### config.mk
export PLATFORM = sky130hd
export DESIGN_NAME = out_uart_tx
export DESIGN_NICKNAME = d
export VERILOG_FILES = /design/src/rtl/out_uart_pkg.sv /design/src/rtl/sync_fifo.sv /design/src/rtl/out_uart_tx.sv
export SDC_FILE = /design/constraint.sdc
export NUM_CORES = 1
export LEC_CHECK = 0
export ABC_AREA = 1
export BUFFER_PORTS_ARGS = -buffer_cell sky130_fd_sc_hd__clkbuf_2
export CAP_MARGIN = 20
export CORE_ASPECT_RATIO = 1.2
export CORE_UTILIZATION = 25
export CTS_BUF_LIST = sky130_fd_sc_hd__clkbuf_4
export DETAILED_ROUTE_END_ITERATION = 6
export PLACE_DENSITY = 0.47
export SKIP_CTS_REPAIR_TIMING = 1
export SLEW_MARGIN = 40
export SYNTH_ARGS = -nofsm -noshare
export SYNTH_HDL_FRONTEND = slang
export SYNTH_SLANG_ARGS = --single-unit
### constraint.sdc
create_clock -name clk_i -period 2.7 [get_ports clk_i]
set_input_delay 0.135 -clock clk_i [delete_from_list [all_inputs] [get_ports clk_i]]
set_output_delay 0.135 -clock clk_i [all_outputs]
set_load 0.05 [all_outputs]
### src/rtl/out_uart_pkg.sv
// -----------------------------------------------------------------------------
// out_uart_pkg
// Shared definitions for the output-byte UART transmitter:
//   - tx_state_e : transmit FSM states (IDLE, START, DATA, STOP)
//   - DATA_BITS / STOP_BITS / FRAME_BITS : 8N1 frame shape
// No ports (package).
// -----------------------------------------------------------------------------
package out_uart_pkg;

  typedef enum logic [1:0] {
    IDLE  = 2'd0,
    START = 2'd1,
    DATA  = 2'd2,
    STOP  = 2'd3
  } tx_state_e;

  localparam int unsigned DATA_BITS  = 8;
  localparam int unsigned STOP_BITS  = 1;
  localparam int unsigned FRAME_BITS = 1 + DATA_BITS + STOP_BITS;

endpackage

### src/rtl/sync_fifo.sv
// -----------------------------------------------------------------------------
// sync_fifo
// Single-clock FIFO with first-word-fall-through read data.
// A push while full is accepted only when a pop happens at the same edge.
// A pop while empty is ignored.
// Ports:
//   clk_i      in   clock, rising edge
//   rst_i      in   synchronous active-high reset (empties the FIFO)
//   push_i     in   write data_i at this edge
//   data_i     in   WIDTH-bit write data
//   pop_i      in   remove the head entry at this edge
//   rd_data_o  out  current head entry (valid when not empty)
//   full_o     out  occupancy == DEPTH
//   empty_o    out  occupancy == 0
//   count_o    out  current occupancy
// -----------------------------------------------------------------------------
module sync_fifo #(
  parameter int unsigned WIDTH = 8,
  parameter int unsigned DEPTH = 4
) (
  input  logic                           clk_i,
  input  logic                           rst_i,
  input  logic                           push_i,
  input  logic [WIDTH-1:0]               data_i,
  input  logic                           pop_i,
  output logic [WIDTH-1:0]               rd_data_o,
  output logic                           full_o,
  output logic                           empty_o,
  output logic [$clog2(DEPTH+1)-1:0]     count_o
);

  localparam int unsigned AW = $clog2(DEPTH);
  localparam int unsigned CW = $clog2(DEPTH + 1);

  logic [WIDTH-1:0] mem_q [DEPTH];
  logic [AW-1:0]    wr_ptr_q;
  logic [AW-1:0]    rd_ptr_q;
  logic [CW-1:0]    count_q;
  logic             do_push;
  logic             do_pop;

  assign full_o    = (count_q == CW'(DEPTH));
  assign empty_o   = (count_q == CW'(0));
  assign do_pop    = pop_i && !empty_o;
  // Full FIFO still takes a byte when the head leaves at the same edge.
  assign do_push   = push_i && (!full_o || do_pop);
  assign rd_data_o = mem_q[rd_ptr_q];
  assign count_o   = count_q;

  // Storage array; contents are don't-care until written.
  always_ff @(posedge clk_i) begin
    if (do_push) begin
      mem_q[wr_ptr_q] <= data_i;
    end
  end

  // Pointers wrap naturally because DEPTH is a power of two.
  always_ff @(posedge clk_i) begin
    if (rst_i) begin
      wr_ptr_q <= AW'(0);
      rd_ptr_q <= AW'(0);
      count_q  <= CW'(0);
    end else begin
      if (do_push) begin
        wr_ptr_q <= wr_ptr_q + AW'(1);
      end
      if (do_pop) begin
        rd_ptr_q <= rd_ptr_q + AW'(1);
      end
      case ({do_push, do_pop})
        2'b10:   count_q <= count_q + CW'(1);
        2'b01:   count_q <= count_q - CW'(1);
        default: count_q <= count_q;
      endcase
    end
  end

endmodule

### src/rtl/out_uart_tx.sv
// -----------------------------------------------------------------------------
// out_uart_tx
// Watches a byte bus and transmits every new value on an 8N1 UART line.
// A byte is captured whenever data_i differs from the last captured byte;
// captured bytes queue in a FIFO and are sent LSB first.
// Ports:
//   clk_i         in   clock, rising edge
//   rst_i         in   synchronous active-high reset; aborts any frame
//   data_i        in   monitored byte
//   tx_o          out  serial line, idle high, registered
//   busy_o        out  frame in flight or FIFO non-empty
//   overflow_o    out  sticky: a captured byte was dropped on a full FIFO
//   fifo_count_o  out  FIFO occupancy
// -----------------------------------------------------------------------------
module out_uart_tx
  import out_uart_pkg::*;
#(
  parameter int unsigned CLKS_PER_BIT = 16,
  parameter int unsigned FIFO_DEPTH   = 4
) (
  input  logic                               clk_i,
  input  logic                               rst_i,
  input  logic [7:0]                         data_i,
  output logic                               tx_o,
  output logic                               busy_o,
  output logic                               overflow_o,
  output logic [$clog2(FIFO_DEPTH+1)-1:0]    fifo_count_o
);

  localparam int unsigned BAUD_W    = $clog2(CLKS_PER_BIT);
  localparam logic [BAUD_W-1:0] BAUD_LAST = BAUD_W'(CLKS_PER_BIT - 1);
  localparam logic [2:0]        LAST_BIT  = 3'(DATA_BITS - 1);

  tx_state_e         state_q, state_d;
  logic [BAUD_W-1:0] baud_q, baud_d;
  logic [2:0]        bit_q, bit_d;
  logic [7:0]        shift_q, shift_d;
  logic              tx_q, tx_d;
  logic              overflow_q, overflow_d;
  logic [7:0]        last_q;

  logic              push_req;
  logic              fifo_pop;
  logic [7:0]        fifo_head;
  logic              fifo_full;
  logic              fifo_empty;
  logic              baud_done;

  assign push_req  = (data_i != last_q);
  assign baud_done = (baud_q == BAUD_LAST);

  sync_fifo #(
    .WIDTH (8),
    .DEPTH (FIFO_DEPTH)
  ) u_fifo (
    .clk_i     (clk_i),
    .rst_i     (rst_i),
    .push_i    (push_req),
    .data_i    (data_i),
    .pop_i     (fifo_pop),
    .rd_data_o (fifo_head),
    .full_o    (fifo_full),
    .empty_o   (fifo_empty),
    .count_o   (fifo_count_o)
  );

  // Next-state, baud/bit counters, FIFO pop and next serial bit.
  always_comb begin
    state_d    = state_q;
    baud_d     = baud_q;
    bit_d      = bit_q;
    shift_d    = shift_q;
    fifo_pop   = 1'b0;
    tx_d       = 1'b1;
    overflow_d = overflow_q;

    case (state_q)
      IDLE: begin
        baud_d = BAUD_W'(0);
        if (!fifo_empty) begin
          fifo_pop = 1'b1;
          shift_d  = fifo_head;
          state_d  = START;
        end else begin
          state_d  = IDLE;
        end
      end
      START: begin
        if (baud_done) begin
          baud_d  = BAUD_W'(0);
          bit_d   = 3'd0;
          state_d = DATA;
        end else begin
          baud_d  = baud_q + BAUD_W'(1);
        end
      end
      DATA: begin
        if (baud_done) begin
          baud_d = BAUD_W'(0);
          if (bit_q == LAST_BIT) begin
            state_d = STOP;
          end else begin
            bit_d   = bit_q + 3'd1;
          end
        end else begin
          baud_d = baud_q + BAUD_W'(1);
        end
      end
      STOP: begin
        if (baud_done) begin
          baud_d  = BAUD_W'(0);
          state_d = IDLE;
        end else begin
          baud_d  = baud_q + BAUD_W'(1);
        end
      end
      default: begin
        baud_d  = BAUD_W'(0);
        state_d = IDLE;
      end
    endcase

    // Line level is derived from the next state so tx_q changes on the
    // same edge as the state register and never glitches.
    case (state_d)
      START:   tx_d = 1'b0;
      DATA:    tx_d = shift_d[bit_d];
      default: tx_d = 1'b1;
    endcase

    // A drop happens only when full and the head is not leaving this edge.
    if (push_req && fifo_full && !fifo_pop) begin
      overflow_d = 1'b1;
    end else begin
      overflow_d = overflow_q;
    end
  end

  // State, counters, line and capture registers.
  always_ff @(posedge clk_i) begin
    if (rst_i) begin
      state_q    <= IDLE;
      baud_q     <= BAUD_W'(0);
      bit_q      <= 3'd0;
      shift_q    <= 8'h00;
      tx_q       <= 1'b1;
      overflow_q <= 1'b0;
      last_q     <= 8'h00;
    end else begin
      state_q    <= state_d;
      baud_q     <= baud_d;
      bit_q      <= bit_d;
      shift_q    <= shift_d;
      tx_q       <= tx_d;
      overflow_q <= overflow_d;
      if (push_req) begin
        last_q   <= data_i;
      end
    end
  end

  assign tx_o       = tx_q;
  assign overflow_o = overflow_q;
  assign busy_o     = (state_q != IDLE) || (fifo_count_o != '0);

endmodule

==> Yosys cells after proc, flatten, opt, wreduce, memory -nomap -nowiden <==
Memory sizes are Yosys's and may differ from the RTL's. A register that Yosys moved wholly into a read port is not among the register bits.
Index checks and enable logic that the tools add are counted.
{ "word_totals": {"out_inout_bits": 6, "in_bits": 10, "register_bits": 34, "ramBits": 32, "elab_cells": 68, "memories": 1} }
{ "op_classes": {"magnitude_cmp": 1, "n_mux": 24, "addsub": 6, "eq_ne": 11, "n_reduce_logical": 15} }
{ "mem_list": {"columns": ["name", "words", "width", "read_ports", "rd_clocked_by_memory_dff", "wr", "line", "text"], "rows": [
  ["u_fifo.mem_q", 4, 8, 1, 1, 1, "sync_fifo.sv:35", "logic [WIDTH-1:0] mem_q [DEPTH];"]
]} }
{ "ops": {"columns": ["cell", "count"], "rows": [
  ["2-to-1 mux 8 bit", 2],
  ["2-to-1 mux 2 bit", 6],
  ["one-hot mux 3 bit (2 select lines)", 2],
  ["2-to-1 mux 3 bit", 3],
  ["equality test 2 bit (second input constant)", 4],
  ["inequality test 8 bit", 1],
  ["one-hot mux 2 bit (4 select lines)", 1],
  ["one-hot mux 4 bit (2 select lines)", 1],
  ["adder 3 x 1 -> 3 bit (second input constant)", 2],
  ["equality test 2 x 1 -> 1 bit (second input constant)", 3],
  ["equality test 3 bit (second input constant)", 2],
  ["2-to-1 mux 1 bit", 6],
  ["adder 2 x 1 -> 2 bit (second input constant)", 2],
  ["adder 4 x 1 -> 4 bit (second input constant)", 1],
  ["equality test 4 bit (second input constant)", 1],
  ["logical AND 1 bit", 4],
  ["< comparator 3 x 4 -> 1 bit (second input constant)", 1],
  ["2-to-1 mux 4 bit", 1],
  ["nonzero test 2 bit", 2],
  ["binary-select mux 1 bit (select 3 bit)", 1],
  ["zero test 1 bit", 3],
  ["zero test 3 bit", 1],
  ["nonzero test 3 bit", 1],
  ["OR reduction 3 bit", 1],
  ["4 further kinds", 5]
]} }

==> Logic depth before layout (Yosys ltp) <==
Gate-level depths: netlist of run 1.
{ "depth": {"depth_word": 8, "ltp_mapped": 14, "depth_no_buf": 14} }

==> Hierarchy <==
Synthesis of run 1 repeated with hierarchy kept, for this count alone.
{ "hier_totals": {"hier_cells": 319, "area_unflattened_um2": 3037.9} }
{ "by_module_without_submodules": {"columns": ["module", "area_per_inst_um2", "cells_per_inst", "seq_area_each_um2", "n_inst"], "rows": [
  ["sync_fifo", 1662.8, 140, 1141.1, 1],
  ["out_uart_tx", 1375.1, 179, 540.5, 1]
]} }

==> Worst setup path before layout of run 1 <==
Ideal clock, no wire load.
{ "synth_timing": {"path_type": "reg-to-reg", "from": "reg u_fifo.count_q[0], in the netlist u_fifo.count_o[0]", "to": "reg u_fifo.count_q[2], in the netlist u_fifo.count_o[2]", "t_arrival_ns": 1.944, "synth_period_minus_slack_ns": 2.061, "path_stages_with_launch": 12, "path_slack_ns": 0.639, "path_buffers": 1, "path_cell_list": "dfxtp_1 -> nor2_2 -> a21oi_4 -> buf_6 -> nand2_2 -> fa_1 -> inv_1 -> nand2_1 -> nand2_1 -> nand3_1 -> nand2_1 -> nor2_1"} }
{ "synth_via": {"elab_chain_cells": 8, "word_cells_on_any_way": 15} }
{ "synth_rtl": {"columns": ["element", "line", "text"], "rows": [
  ["from (decl)", "sync_fifo.sv:38", "logic [CW-1:0] count_q;"],
  ["from (signal assigned)", "sync_fifo.sv:71", "2'b10: count_q <= count_q + CW'(1);"],
  ["from (signal assigned)", "sync_fifo.sv:72", "2'b01: count_q <= count_q - CW'(1);"],
  ["from (signal assigned)", "sync_fifo.sv:73", "default: count_q <= count_q;"],
  ["zero test 3 bit", "sync_fifo.sv:43", "assign empty_o = (count_q == CW'(0));"],
  ["2-to-1 mux 1 bit", "out_uart_tx.sv:80", "if (!fifo_empty) begin"],
  ["2-to-1 mux 1 bit", "out_uart_tx.sv:77", "case (state_q)"],
  ["logical AND 1 bit", "sync_fifo.sv:44", "assign do_pop = pop_i && !empty_o;"],
  ["logical OR 1 bit", "sync_fifo.sv:46", "assign do_push = push_i && (!full_o || do_pop);"],
  ["logical AND 1 bit", "sync_fifo.sv:46", null],
  ["equality test 2 x 1 -> 1 bit / equality test 2 bit (equally long branches)", "sync_fifo.sv:70", "case ({do_push, do_pop})"],
  ["one-hot mux 3 bit (2 select lines) / nonzero test 2 bit (equally long branches)", null, null]
]} }
Parallel ways exist; a longest one is shown, timed or not.
A chain may end at the register's enable or synchronous reset.

==> Final worst setup path of run 1 <==
{ "layout_timing": {"from": "in data_i[1]", "to": "reg u_fifo.count_q[2], in the netlist u_fifo.count_o[2]"} }
{ "layout_via": {"elab_chain_cells": 4, "word_cells_on_any_way": 6} }
{ "layout_rtl": {"columns": ["element", "line", "text"], "rows": [
  ["from (decl)", "out_uart_tx.sv:23", "input logic [7:0] data_i,"],
  ["inequality test 8 bit (*)", "out_uart_tx.sv:49", "assign push_req = (data_i != last_q);"],
  ["logical AND 1 bit (*)", "sync_fifo.sv:46", null],
  ["equality test 2 x 1 -> 1 bit / equality test 2 bit (equally long branches)", "sync_fifo.sv:70", null],
  ["one-hot mux 3 bit (2 select lines) / nonzero test 2 bit (equally long branches)", null, null]
]} }
Every way passes the cells marked *; elsewhere a longest branch is shown, timed or not.

==> results.md, run 1 <==
* Outcome: finished clean
* Num Clock Sinks at 68
* Post-DP Area at 3390 um2
* CTS tree: built
* Setup Crit Path Kind: in2reg
* CP max stage delay at 530 ps
* Pwr dens at 885 nW/um2
* Final wirelength at roughly 6500 um
* Share of post-route cells with drive strength above 1 at 13.9%
* Post-synthesis mux area share at 0%
* Die Footprint at 13100 um2
* Synthesized area at 3160 um2
* Clock power share at 21.2%
* Internal at 1.91 mW
* Clk_skew at 14.4 ps
* Top cells by area, synth: edfxtp_1 30%, dfxtp_1 23%, nand2_1 9.7%
* Max Freq at 487 MHz
* Clock Tree Buf Depth at 2
* DRT antenna net count at 0
* Die height at 125 um
* Synthesized instance count at 361
* Yosys top cell area share at 30.4%
* Crit Path Max Fanout at 7
* Syn_nets at between 300 and 400
* Vias in the first global route at 2316
* Mean Syn Cell Area at 8.75 um2
* Minimum clock period at roughly 2100 ps
* P_sw at about 1.2 mW
* Fraction of the yosys area taken by sequential cells at around 53%
* Post-synth EDFFs at 32
* DP Worst Slack at 621 ps
* Logic pwr share at 35.3%
* FF+latch count, synth at 68
* Synth cell count leaders: 82 x nand2_1, 62 x inv_1, 38 x nor2_1
* Largest net degree at the start of global routing at 26
* Post-Synth Adder-Cell Area at 4.99%
* Setup TNS at 0 ps
* Worst Hold Class: in2reg
* Final-stage net count at 405
* Vias at between 2000 and 2500
* Synth Area in Simple Gates at 24.6%
* Post-synth top flop: dfxtp_1
* GRT Util Overall at 11.2%
* Reg power frac at 43.5%
* Synth cell types at 32
* P_leak at 1.60 nW
* Crit Reg-Reg Startpoint: state_q[0]$_SDFF_PP0_
* HPWL after DPL at 4730 um
* Initial antenna violation count at 1
* Clock Latency Late Sink at 420 ps
* Overflow after GRT at 0
* Worst setup startpoint: data_i[1]
* Synth area leader: edfxtp_1
* Top-count cell post-synth: nand2_1
* Fin. Hold Viols at 0
* CP max stage cell: dlygate4sd3_1
* DR pass1 iterations at 4
* Critical Path RT at 3020 ps
* # DRC at 0
* Total I/O pin count at 16
* RSZ-0062 raised after global routing: no
* Port bufs at 15
* # rows at 44
* Final critical-path setup slack at 648 ps
* Die width at 105 um
* Initial DRC Count at 120
* CORE AREA at 12200 um2
* Clock Root Buffer: clkbuf_4
* Final Util at 29.0%
* Post-synthesis compound-gate area fraction at 5.62%
* Design area at about 3500 um2
* Synthesis Warnings at 0
* Gpl congestion at 0.794
* Drt wl/cell at 11.8 um
* Largest family of logic cells by synthesized area: simple AND/OR/NAND/NOR gates
* Xor-xnor portion of the synthesized cell area at 1.94%
* Syn-to-layout area delta at 12.2%
* Max_slew headroom at 53.5%
* Num CTS Buffers at 9
* Initial Utilization at 25.9%
* H-tree Lvls at 3
* Vias per cell at 4.03
* Ratio of final minimum period to clock period at 76.0%
* Worst setup SP type: primary input
* Max Slew Vio Count at 0
* Worst-path clk slew at 110 ps
* Final setup fails at 0
* Critical Path AT at around 2400 ps
* Sw Share at roughly two fifths
* Highest ir drop seen on vdd at 0.000482 V
* CP Cell Sequence: dlygate4sd3_1 -> clkbuf_2 -> or2_0 -> a21oi_1 -> nand4_1 -> inv_1 -> nand2_2 -> fa_1 -> nand3_1 -> nand2_1 -> a21oi_1 -> nor2_1
* Max-Cap Viols at 0
* First-pass GRT wire length at roughly 11000 um
* Async S/R FF share, synth at 0%
* CP dominant cell by count: a21oi_1
* HP Start: data_i[5]
* Total power at 3.14 mW
* Pin slew with the least headroom to its limit at 694 ps
* Crit. End Element: flop
## metrics by stage
step           hold slack [ps]  cells
2_1_floorplan              234    361
3_3_place_gp               427    531
3_5_place_dp               452    531
4_1_cts                  -41.1    547
5_1_grt                   3.95    550
6_report                  4.90    550
## cell families (layout without fill, tap and decap cells)
group / after synthesis / in the layout
compound gates: 30 / 30
xor+xnor: 7 / 7
fa+ha+maj: 12 / 12
buf+inv: 72 / 99
flops: 68 / 68
other cells: 0 / 1
simple gates: 172 / 172
## worst max-delay path, delay by kind of cell
kind | cells | cell delay [ps]
simple gates | 6 | 710
buf+inv | 3 | 860
fa+ha+maj | 1 | 380
compound gates | 2 | 280
## per-layer routing
metal  vias up  GRT usage, %  routed length, um
li1       1182             -                  -
met1       998          13.0               3010
met2        25          18.9               3130
met3        14          2.45                163
met4         0          6.96                202
met5         -             0                  0
## registers in the layout (all words and copies together) (netlist names), 3 cells and up, named ones only
name            cells
last_q              8
bit_q               3
u_fifo.count_o      3
baud_q              4
u_fifo.mem_q       32
shift_q             8
## cells in the final DEF, fill, tap and decap left out, types with 2 or more instances in the layout
| master | netlist | routed |
|---|---|---|
| o21ai_0 | 11 | 11 |
| buf_4 | 1 | 2 |
| a31o_2 | 2 | 2 |
| clkbuf_2 | 0 | 15 |
| ha_1 | 11 | 11 |
| dfxtp_1 | 36 | 36 |
| nand3_1 | 31 | 31 |
| nand2_2 | 8 | 8 |
| nand2_1 | 82 | 82 |
| nor2_1 | 38 | 38 |
| o21ai_1 | 2 | 2 |
| inv_1 | 62 | 62 |
| xor2_1 | 7 | 7 |
| nand3_2 | 5 | 5 |
| inv_2 | 2 | 2 |
| edfxtp_1 | 32 | 32 |
| dlygate4sd3_1 | 0 | 2 |
| clkinv_1 | 0 | 2 |
| a21oi_1 | 11 | 11 |
| clkbuf_4 | 0 | 11 |
| clkinvlp_4 | 0 | 2 |
## path summary, 6_finish.rpt
kind                                                        to  slack [ps]  depth (start not counted)
worst max-delay path            u_fifo.count_o[2]$_SDFFE_PP0P_         650                         12
worst min-delay path                    last_q[5]$_SDFFE_PP0P_           5                          3
worst max register to register    u_fifo.mem_q[0][4]$_DFFE_PP_         660                          6
worst min register to register                            flop         470                          2
## area by class of cell
type	count	area [um2]
antenna	1	2.50
clock buffer	11	82.6
clock inverter	5	52.6
fill	1325	8680
inverter	64	240
multi-input combinational	221	1170
sequential	68	1680
tap	161	201
timing repair buffer	19	110
## power by group through the flow
stage | combinational, mW | sequential, mW | clock, mW
3_5_place_dp | 1.12 | 1.39 | 0
5_1_grt | 1.29 | 1.39 | 0.732
4_1_cts | 1.13 | 1.37 | 0.691
3_3_place_gp | 1.12 | 1.39 | 0
6_report | 1.11 | 1.37 | 0.664
2_1_floorplan | 0.844 | 1.43 | 0
No activity file was read; power rests on OpenSTA's default activity.
==> run 2: changes to the inputs <==
clock period = 2.1 ns   (was 2.7 ns; I/O delays follow)
==> run 2 against run 1 <==
  * Final area up 5.5%
  * Clock skew down 6.1 ps
  * Sequential share of layout area down 2.5 points
  * Via count up 4.3%
  * Die area unchanged
  * Global-route usage down 0.36 points
  * Highest routed layer unchanged
  * Non-clock buffer count up 18
  * Critical path type is now reg2reg
  * Register-to-register slack worse by 510 ps
  * Clock power up 45%
  * Combinational power up 47%
==> results.md, run 2 (synthesis results as in run 1) <==
* Fin. Hold Viols at 0 (unchanged)
* Num Clock Sinks at 68 (unchanged)
* Vias per cell at 4.08 (+1.0%)
* Clock Tree Buf Depth at 2 (unchanged)
* Outcome: finished clean
* Most frequent cells in the layout: 82 x nand2_1, 61 x inv_1, 36 x dfxtp_1
* Final critical-path setup slack at 153 ps (-496 ps)
* Gpl congestion at 0.738 (-7.0%)
* Die height at 125 um (unchanged)
* Die Footprint at 13100 um2 (unchanged)
* Vias in the first global route at 2268 (-2.1%)
* Worst setup SP type: flop
* Vias at 2315 (+4.3%)
* Clock Latency Late Sink at 400 ps (-20 ps)
* Largest Register: u_fifo.mem_q
* Final-stage net count at 423 (+4.4%)
* Setup Crit Path Kind: reg2reg
* CTS tree: built
* Max_slew headroom at 48.3% (-5.2 points)
* CP max stage delay at 630 ps (+100 ps)
* Worst-path clk slew at 110 ps (about the same)
* Port bufs at 15 (unchanged)
* Max Freq at 514 MHz
* CP bufs+invs at 0 (-3)
* Total I/O pin count at 16 (unchanged)
* RSZ-0062 raised after global routing: no
* Internal at 2.70 mW (+41%)
* CP Cell Sequence: xor2_1 -> nor2_1 -> nand4_1 -> nand2_1 -> nor2_1
* Max-Cap Viols at 0 (unchanged)
* Clk_skew at 8.29 ps (-6.14 ps)
* Total power at 4.32 mW (+38%)
* HPWL after DPL at 4500 um (-4.9%)
* Ratio of final minimum period to clock period at between 90% and 100%
* Layout Cells excl Fill at 568 (+3.3%)
* Highest ir drop seen on vdd at 0.000641 V (+33%)
* Fill cells at 1324 (-0.075%)
* Clock power share at 22.4% (+1.2 points)
* P_sw at 1.62 mW (+32%)
* Die width at 105 um (unchanged)
* Crit Path Max Fanout at 8 (+1)
* Initial Utilization at 25.9% (unchanged)
* CORE AREA at 12200 um2 (unchanged)
* Design area at 3740 um2 (+5.5%)
* CP max stage cell: nor2_1
* # DRC at 0 (unchanged)
* Commonest non-fill, non-tap cell in the layout: nand2_1
* DR pass1 iterations at 4 (unchanged)
* Critical Path RT at 2140 ps (-880 ps)
* Post-DP Area at 3480 um2 (+2.9%)
* Overflow after GRT at 0 (unchanged)
* Family with the most delay on the worst path: simple AND/OR/NAND/NOR gates
* Sw Share at 37.6% (-1.6 points)
* Max Slew Vio Count at 0 (unchanged)
* Final wirelength at 6550 um (+0.60%)
* Initial DRC Count at 78 (-35%)
* First-pass GRT wire length at 11100 um (-0.98%)
* Setup TNS at 0 ps (unchanged)
* Final setup fails at 0 (unchanged)
* Pin slew with the least headroom to its limit at 772 ps (+77.7 ps)
* Clock Root Buffer: clkbuf_4
* Crit. End Element: flop
* CP dominant cell by count: nor2_1
* Worst Hold Class: in2reg
* H-tree Lvls at 3 (unchanged)
* Minimum clock period at 1950 ps
* Syn-to-layout area delta at 18.4%
* Pwr dens at 1150 nW/um2 (+30%)
* Largest registers: u_fifo.mem_q (32), last_q (8), shift_q (8)
* # rows at 44 (unchanged)
* Logic pwr share at 37.7% (+2.4 points)
* DP Worst Slack at 121 ps (-499 ps)
* P_leak at 1.70 nW (+6.3%)
* Drt wl/cell at 11.5 um (-2.6%)
* Initial antenna violation count at 1 (unchanged)
* Reg power frac at 39.9% (-3.6 points)
* DRT antenna net count at 0 (unchanged)
* Critical Path AT at 1990 ps (-380 ps)
* GRT Util Overall at 10.9% (-0.36 points)
* Dpl cells at 542 (+2.1%)
* Flip-flop count of the largest register, all copies and words added at 32 (unchanged)
* Num CTS Buffers at 9 (unchanged)
* Share of post-route cells with drive strength above 1 at 17.7% (+3.8 points)
* Largest net degree at the start of global routing at 20 (-23%)
-- run 2: cell types whose count changed in the layout (fill, tap and decap cells not counted), sizes merged --
cell	change
buf	+12
bufinv	+1
clkinvlp	-1
dlygate4sd3	+6
-- run 2: per-stage QoR --
step	util, %	hold WS [ps]
6_report	30.6	52.2
5_1_grt	30.6	11.9
4_1_cts	29.8	-82.5
3_5_place_dp	28.5	377
3_3_place_gp	28.5	375
2_1_floorplan	-	204
-- run 2: routing by layer --
layer	global-route usage (%)	wire, um	vias to the layer above
met2	18.7	3220	32
met4	4.72	104	0
li1	-	-	1215
met3	2.66	183	9
met5	0	0	-
met1	12.8	3040	1059
-- run 2: power by group through the flow --
stage	sequential, mW	clock, mW	combinational [mW]
2_1_floorplan	1.84	0	1.08
3_3_place_gp	1.75	0	1.59
3_5_place_dp	1.76	0	1.60
4_1_cts	1.72	0.995	1.62
5_1_grt	1.76	1.05	1.85
6_report	1.72	0.966	1.63
-- run 2: cell type report --
cell class | instances | area [um2] | area share (%)
tap | 161 | 201 | 5.38
multi-input combinational | 221 | 1180 | 31.6
clock buffer | 11 | 82.6 | 2.21
sequential | 68 | 1680 | 44.9
inverter | 64 | 240 | 6.42
clock inverter | 5 | 76.3 | 2.04
antenna | 1 | 2.50 | 0.0669
timing repair buffer | 37 | 273 | 7.29
-- run 2: worst paths after layout --
path                                        startpoint                      endpoint  slack [ps]  cells past startpoint
worst max-delay path            last_q[6]$_SDFFE_PP0P_  u_fifo.mem_q[3][3]$_DFFE_PP_         150                      5
worst min-delay path                         data_i[7]  u_fifo.mem_q[3][7]$_DFFE_PP_          50                      2
worst max register to register  last_q[6]$_SDFFE_PP0P_  u_fifo.mem_q[3][3]$_DFFE_PP_         150                      5
worst min register to register    baud_q[0]$_SDFF_PP0_          baud_q[0]$_SDFF_PP0_         460                      1
-- run 2: worst register-to-register path, cell delays in order (launching register included) --
cell     delay (ps)
dfxtp_1         340
xor2_1          160
nor2_1           90
nand4_1         180
nand2_1         180
nor2_1          630
